==> config.mk <==
export PLATFORM = sky130hd
export DESIGN_NAME = exe_stage_unit
export DESIGN_NICKNAME = d
export VERILOG_FILES = /design/src/rtl/exe_stage_unit.sv
export SDC_FILE = /design/constraint.sdc
export NUM_CORES = 1
export LEC_CHECK = 0
export BUFFER_PORTS_ARGS = -buffer_cell sky130_fd_sc_hd__buf_2
export CORE_UTILIZATION = 53
export DETAILED_ROUTE_END_ITERATION = 10
export PLACE_DENSITY = 0.81
export RECOVER_POWER = 25
export SYNTH_ARGS = -nofsm -noshare
export SYNTH_HDL_FRONTEND = slang
export SYNTH_SLANG_ARGS = --single-unit
==> constraint.sdc <==
create_clock -name clk -period 3.7 [get_ports clk]
set_input_delay 0.185 -clock clk [delete_from_list [all_inputs] [get_ports clk]]
set_output_delay 0.185 -clock clk [all_outputs]
set_load 0.005 [all_outputs]
==> src/rtl/exe_stage_unit.sv <==
// rtl/exe_stage_unit.sv - execute stage: ALU, NZCV status, branch target, EX/MEM register
module exe_stage_unit #(
    parameter int DATA_W = 32,
    parameter int IMM_W  = 24
) (
    input  logic              clk,
    input  logic              rst,
    input  logic              freeze,
    input  logic              flush,
    input  logic [3:0]        exe_command,
    input  logic              mem_read_enable,
    input  logic              mem_write_enable,
    input  logic              write_back_enable,
    input  logic              branch,
    input  logic              status_in,
    input  logic [DATA_W-1:0] pc_in,
    input  logic [DATA_W-1:0] val_rn,
    input  logic [DATA_W-1:0] val2,
    input  logic [DATA_W-1:0] val_rm,
    input  logic [IMM_W-1:0]  signed_imm,
    input  logic [3:0]        dest,
    output logic [DATA_W-1:0] alu_result_out,
    output logic [DATA_W-1:0] val_rm_out,
    output logic [3:0]        dest_out,
    output logic              mem_r_en_out,
    output logic              mem_w_en_out,
    output logic              wb_en_out,
    output logic [3:0]        status_reg,
    output logic              branch_taken,
    output logic [DATA_W-1:0] branch_addr
);

    localparam logic [3:0] OP_MOV = 4'b0001;
    localparam logic [3:0] OP_MVN = 4'b1001;
    localparam logic [3:0] OP_ADD = 4'b0010;
    localparam logic [3:0] OP_ADC = 4'b0011;
    localparam logic [3:0] OP_SUB = 4'b0100;
    localparam logic [3:0] OP_SBC = 4'b0101;
    localparam logic [3:0] OP_AND = 4'b0110;
    localparam logic [3:0] OP_ORR = 4'b0111;
    localparam logic [3:0] OP_EOR = 4'b1000;

    localparam int SEXT_W = DATA_W - IMM_W - 2;

    logic [DATA_W-1:0] alu_result_q;
    logic [DATA_W-1:0] val_rm_q;
    logic [3:0]        dest_q;
    logic              mem_r_en_q;
    logic              mem_w_en_q;
    logic              wb_en_q;
    logic [3:0]        status_q;
    logic [3:0]        status_d;

    logic [DATA_W-1:0] alu_res;
    logic [DATA_W-1:0] op_b;
    logic [DATA_W:0]   sum_ext;
    logic              carry_in;
    logic              is_arith;
    logic              flag_ok;
    logic              ovf;
    logic              c_flag;

    assign c_flag = status_q[1];

    // Subtraction reuses the adder as rn + ~val2 + cin, so carry out is NOT borrow.
    always_comb begin
        op_b     = val2;
        carry_in = 1'b0;
        is_arith = 1'b0;
        case (exe_command)
            OP_ADD: is_arith = 1'b1;
            OP_ADC: begin
                is_arith = 1'b1;
                carry_in = c_flag;
            end
            OP_SUB: begin
                is_arith = 1'b1;
                op_b     = ~val2;
                carry_in = 1'b1;
            end
            OP_SBC: begin
                is_arith = 1'b1;
                op_b     = ~val2;
                carry_in = c_flag;
            end
            default: ;
        endcase
        sum_ext = {1'b0, val_rn} + {1'b0, op_b} + {{DATA_W{1'b0}}, carry_in};
    end

    always_comb begin
        alu_res = '0;
        flag_ok = 1'b1;
        case (exe_command)
            OP_MOV:                         alu_res = val2;
            OP_MVN:                         alu_res = ~val2;
            OP_ADD, OP_ADC, OP_SUB, OP_SBC: alu_res = sum_ext[DATA_W-1:0];
            OP_AND:                         alu_res = val_rn & val2;
            OP_ORR:                         alu_res = val_rn | val2;
            OP_EOR:                         alu_res = val_rn ^ val2;
            default:                        flag_ok = 1'b0;
        endcase
    end

    assign ovf = (val_rn[DATA_W-1] == op_b[DATA_W-1]) &&
                 (alu_res[DATA_W-1] != val_rn[DATA_W-1]);

    always_comb begin
        status_d = status_q;
        if (status_in && flag_ok) begin
            status_d[3] = alu_res[DATA_W-1];
            status_d[2] = (alu_res == '0);
            if (is_arith) begin
                status_d[1] = sum_ext[DATA_W];
                status_d[0] = ovf;
            end
        end
    end

    // Flush outranks freeze so a squashed instruction always leaves a bubble.
    always_ff @(posedge clk or posedge rst) begin
        if (rst) begin
            alu_result_q <= '0;
            val_rm_q     <= '0;
            dest_q       <= '0;
            mem_r_en_q   <= 1'b0;
            mem_w_en_q   <= 1'b0;
            wb_en_q      <= 1'b0;
            status_q     <= '0;
        end else if (flush) begin
            alu_result_q <= alu_res;
            val_rm_q     <= val_rm;
            dest_q       <= dest;
            mem_r_en_q   <= 1'b0;
            mem_w_en_q   <= 1'b0;
            wb_en_q      <= 1'b0;
        end else if (!freeze) begin
            alu_result_q <= alu_res;
            val_rm_q     <= val_rm;
            dest_q       <= dest;
            mem_r_en_q   <= mem_read_enable;
            mem_w_en_q   <= mem_write_enable;
            wb_en_q      <= write_back_enable;
            status_q     <= status_d;
        end
    end

    assign alu_result_out = alu_result_q;
    assign val_rm_out     = val_rm_q;
    assign dest_out       = dest_q;
    assign mem_r_en_out   = mem_r_en_q;
    assign mem_w_en_out   = mem_w_en_q;
    assign wb_en_out      = wb_en_q;
    assign status_reg     = status_q;

    assign branch_addr  = pc_in + {{SEXT_W{signed_imm[IMM_W-1]}}, signed_imm, 2'b00};
    assign branch_taken = branch & ~flush;

endmodule

---- After elaboration in Yosys (flattened, before gate mapping) ----
Cells that the tools add are included.
operators by class
  eq/ne operators ......................... 12
  bitwise operators ....................... 7
  reductions and logical operators ........ 9
  mux-type cells .......................... 17
  $add $sub $neg .......................... 3
operators by type and width
  operator              count
  $pmux W32 S6          1
  $mux W32              5
  $add A32 B32 Y33      1
  $add A33 B1 Y33       1
  $add A32 B32 Y32      1
  $and A32 B32 Y32      1
  $logic_not A32 Y1     1
  $not A32 Y32          1
  $or A32 B32 Y32       1
  $xor A32 B32 Y32      1
  $eq A4 B3 Y1 const B  4
  $reduce_or A9 Y1      1
  $eq A4 B2 Y1 const B  2
  $eq A4 B4 Y1 const B  2
  $mux W1               8
  $mux W4               2
  $eq A4 B1 Y1 const B  1
  $reduce_and A4 Y1     1
  $reduce_or A2 Y1      2
  $reduce_or A4 Y1      1
  $reduce_and A3 Y1     1
  $logic_and A1 B1 Y1   2
  $ne A2 B1 Y1 const B  1
  $not A1 Y1            2
  other kinds (4)       4
storage, ports and cells
  output and inout bits ................... 108
  register bits after elaboration ......... 75
  bits of input ports ..................... 169

---- Longest topological paths before layout ----
  word-level depth ........................ 8
  gate-level depth with buffers ........... 21
  mapped depth without buffers ............ 18

---- Least setup slack after synthesis ----
No wires, ideal clock.
  path kind ............................... input-to-reg
  start ................................... input port exe_command[3]
  end ..................................... register status_q[2], in the netlist status_reg[2]
  stages on the path ...................... 19
  data arrival time ....................... 4503 ps
  library setup time ...................... 92 ps
  path buffers ............................ 4
  slack ................................... -895 ps
  path through ............................ buf_2 buf_1 clkbuf_1 nor3_1 clkbuf_1 xnor2_1 fa_1 inv_1 fa_1 nor2b_1 o221a_4 o21ai_2 a31oi_2 a311oi_2 or4_1 a21boi_0 o31a_1 nand4_1 o31ai_2
on the way
  word-level cells in the longest chain between the ends .. 7
  elaborated cells on any way between the ends .. 22
RTL lines
  element                     RTL line  text
  from (decl)                 10        input logic [3:0] exe_command,
  $eq A4 B3 Y1                70, 94
  $reduce_or A2 Y1 (no line)  --
  $mux W32                    --
  $add A32 B32 Y33            88        sum_ext = {1'b0, val_rn} + {1'b0, op_b} + {{DATA_W{1'b0}}, carry_in};
  $add A33 B1 Y33             88
  $pmux W32 S6                94        case (exe_command)
  $logic_not A32 Y1           112       status_d[2] = (alu_res == '0);
  to (signal assigned)        144       status_q <= status_d;
  to (decl)                   51        logic [3:0] status_q;
Parallel ways exist; a longest one is shown, timed or not.
A chain may end at the register's enable or synchronous reset.

---- Final worst setup path ----
  start ................................... register status_q[1], in the netlist status_reg[1]
  end ..................................... register status_q[2], in the netlist status_reg[2]
on the way
  word-level cells in the longest chain between the ends .. 4
RTL lines
  element            RTL line  text
  $pmux W1 S2        70        case (exe_command)
  $add A33 B1 Y33    88
  $pmux W32 S6       94
  $logic_not A32 Y1  112
No other way between the ends.

==> flow_summary.json <==
{
  "start_util": 0.549,
  "max_clock_freq_ghz": 0.275,
  "slew_violations": 43,
  "syn2layout_area_growth_pct": 27.5,
  "cellLeakagePower_nw": 5.76,
  "status": "complete, but fails checks",
  "hp-start": "val_rm[31]",
  "cts-root-buf": "clkbuf_16",
  "drtIter0Drc": 509,
  "hp-class": "in -> reg",
  "yosysWarnings": 0,
  "slew_headroom": -0.0341,
  "violations": "capacitance limit, slew limit",
  "synthesis.area_um2": 8850,
  "clk_path_buf_depth": 2,
  "cts_buffers": 9,
  "synth_fa_ha_area_frac": 0.182,
  "critPathRequiredTime_ns": 3.95,
  "clock_latency_ns": 0.34,
  "firstDrtPassIters": 5,
  "power.density_nw_per_um2": 313,
  "totalPowerFinal_mw": 3.53,
  "die_y_um": 131,
  "yosysTopAreaCell": "dfrtp_1",
  "grt_pass1_wl_mm": 45.7,
  "fin_crit_ns": 3.64,
  "finalSetupViolCount": 0,
  "clk_pin_slew_ns": 0.06,
  "crit_path_max_fanout": 4,
  "path_cells": "a21oi_1, nor2_1, fa_2, inv_2, fa_2, nor2b_2, o221a_4, o211ai_1, a31oi_1, o31a_1, o31a_1, nand4_1, nor4b_4, nand4_1, o31ai_4",
  "worst-setup-path-type": "reg -> reg",
  "synth_cell_type_count": 80,
  "antenna_left": 0,
  "critPathLaunchType": "flop",
  "layout_common_cells": "buf_2 (260), ha_1 (124), a21oi_1 (96)",
  "portBuffers": 272,
  "std_cell_rows": 46,
  "h-tree-depth": 3,
  "cts_tree": "yes",
  "drt_drc_violations_left": 0,
  "synth-edff-count": 0,
  "synth_compound_area_frac": 0.246,
  "yosys.area.top_type_share": 0.212,
  "cp-startpoint": "status_reg[1]",
  "antenna_found_initial": 2,
  "yosysSeqAreaShare": 0.212,
  "synth_flop_cell": "dfrtp_1",
  "chipWidth_um": 131,
  "avgViaCountPerCell": 5.85,
  "synthCells": 1064,
  "finalHoldViolations": 0,
  "hold_slack_ns": 0.0803,
  "worstPathArrival_ns": 3.90,
  "endpoint_kind": "flop",
  "cts.sinks": 75,
  "cpMaxStageDelayCell": "dfrtp_1",
  "cp_top_family": "compound AO/OA/AOI/OAI gates",
  "synth_simple_gate_area_share": 0.128,
  "hpwl_mm": 22.8,
  "syn-num-nets": 1360,
  "period_share": 0.985,
  "async_flop_share": 1.00,
  "muxShareOfSynthArea": 0.0848,
  "core_region_area_um2": 16100,
  "dieArea_um2": 17200,
  "grt-ovfl-total": 0,
  "crit_buf_inv": 1,
  "hold_buffers": 0,
  "grt_pass1_vias": 9202,
  "layout-drive-gt1-share": 0.323,
  "vias": 9334,
  "clock_skew_ns": 0.00746,
  "synthTopCellsByArea": "dfrtp_1 (21%), ha_1 (18%), mux2_2 (7.1%)",
  "gp_congestion": 1.05,
  "synth_xor_area_frac": 0.0821,
  "peakVddDrop_mv": 0.379,
  "layout_commonest_cell": "buf_2",
  "routedWlPerCell_um": 17.9,
  "ys_seq_elements": 75,
  "worst_pin_slew_ns": 1.55,
  "wl_mm": 28.6,
  "cap_violations": 1,
  "io_pins": 277,
  "synth_area_per_cell_um2": 8.32,
  "nets": 1670,
  "r2r-start": "status_reg[1]",
  "grt_max_degree": 89,
  "max_stage_delay_ns": 0.43,
  "synth_top_family_by_area": "compound AO/OA/AOI/OAI gates",
  "grt_usage": 0.330
}
[timing repair]
item,in CTS,in global routing
endpoints found under the setup margin,0,1
buffers inserted,0,0
gates resized for setup,0,10
[path summary, 6_finish.rpt]
path                                      endpoint  slack [ns]  depth (start not counted)
worst max-delay path                 status_reg[2]        0.06                         15
worst min register to register  alu_result_out[24]        0.49                          1
min in group asynchronous           val_rm_out[22]        0.31                          2
worst max register to register       status_reg[2]        0.06                         15
worst min-delay path                val_rm_out[31]        0.08                          2
max in group asynchronous       alu_result_out[29]        2.18                          3
[logic make-up (layout without fill, tap and decap cells)]
kind of cell,after synthesis,after routing
AO/OA/AOI/OAI,321,321
AND/OR/NAND/NOR,241,241
buffers and inverters,149,463
adder cells (fa/ha/maj),127,127
XOR/XNOR,83,83
flip-flops,75,75
multiplexers,68,68
other,0,1
[cells in the mapped netlist (all sizes together), types with 17 or more instances]
| cell type | count |
|---|---|
| nor2 | 95 |
| xor2 | 22 |
| o21ai | 50 |
| inv | 97 |
| o22ai | 18 |
| buf | 17 |
| clkbuf | 35 |
| a22oi | 20 |
| xnor2 | 61 |
| nand2 | 62 |
| a21oi | 101 |
| dfrtp | 75 |
| a21o | 28 |
| mux2 | 56 |
| ha | 124 |
[stage by stage]
stage / worst slack (ns) / utilization / cell area [um2] / std cells / setup TNS [ns]
after floorplan: -0.117 / - / 8950 / 1064 / -0.117
after global placement: -0.113 / 0.680 / 11000 / 1579 / -0.113
after detailed placement: -0.130 / 0.680 / 11000 / 1579 / -0.130
after CTS: 0.132 / 0.697 / 11200 / 1594 / 0
after global routing: -0.0665 / 0.700 / 11300 / 1594 / -0.0665
final: 0.0572 / 0.700 / 11300 / 1595 / 0
[area by class of cell]
class | instances | area, um2
Clock inverter | 2 | 10.0
Clock buffer | 13 | 270
Multi-Input combinational cell | 840 | 6530
Inverter | 97 | 364
Tap cell | 216 | 270
Antenna cell | 1 | 2.50
Fill cell | 1294 | 4830
Timing Repair Buffer | 351 | 1960
Sequential cell | 75 | 1880
[routing by layer]
layer	track usage	up-vias	wire (um)
met5	0	-	21
met4	0.184	4	1590
met3	0.0548	111	2080
met2	0.569	435	13700
met1	0.388	4321	11200
li1	-	4463	-
[power breakdown]
part	internal, mW	switching, mW
clock	0.503	0.321
sequential	0.925	0.0602
combinational	0.795	0.924
total	2.22	1.31
Note: power is estimated with default switching activity, not from simulation.
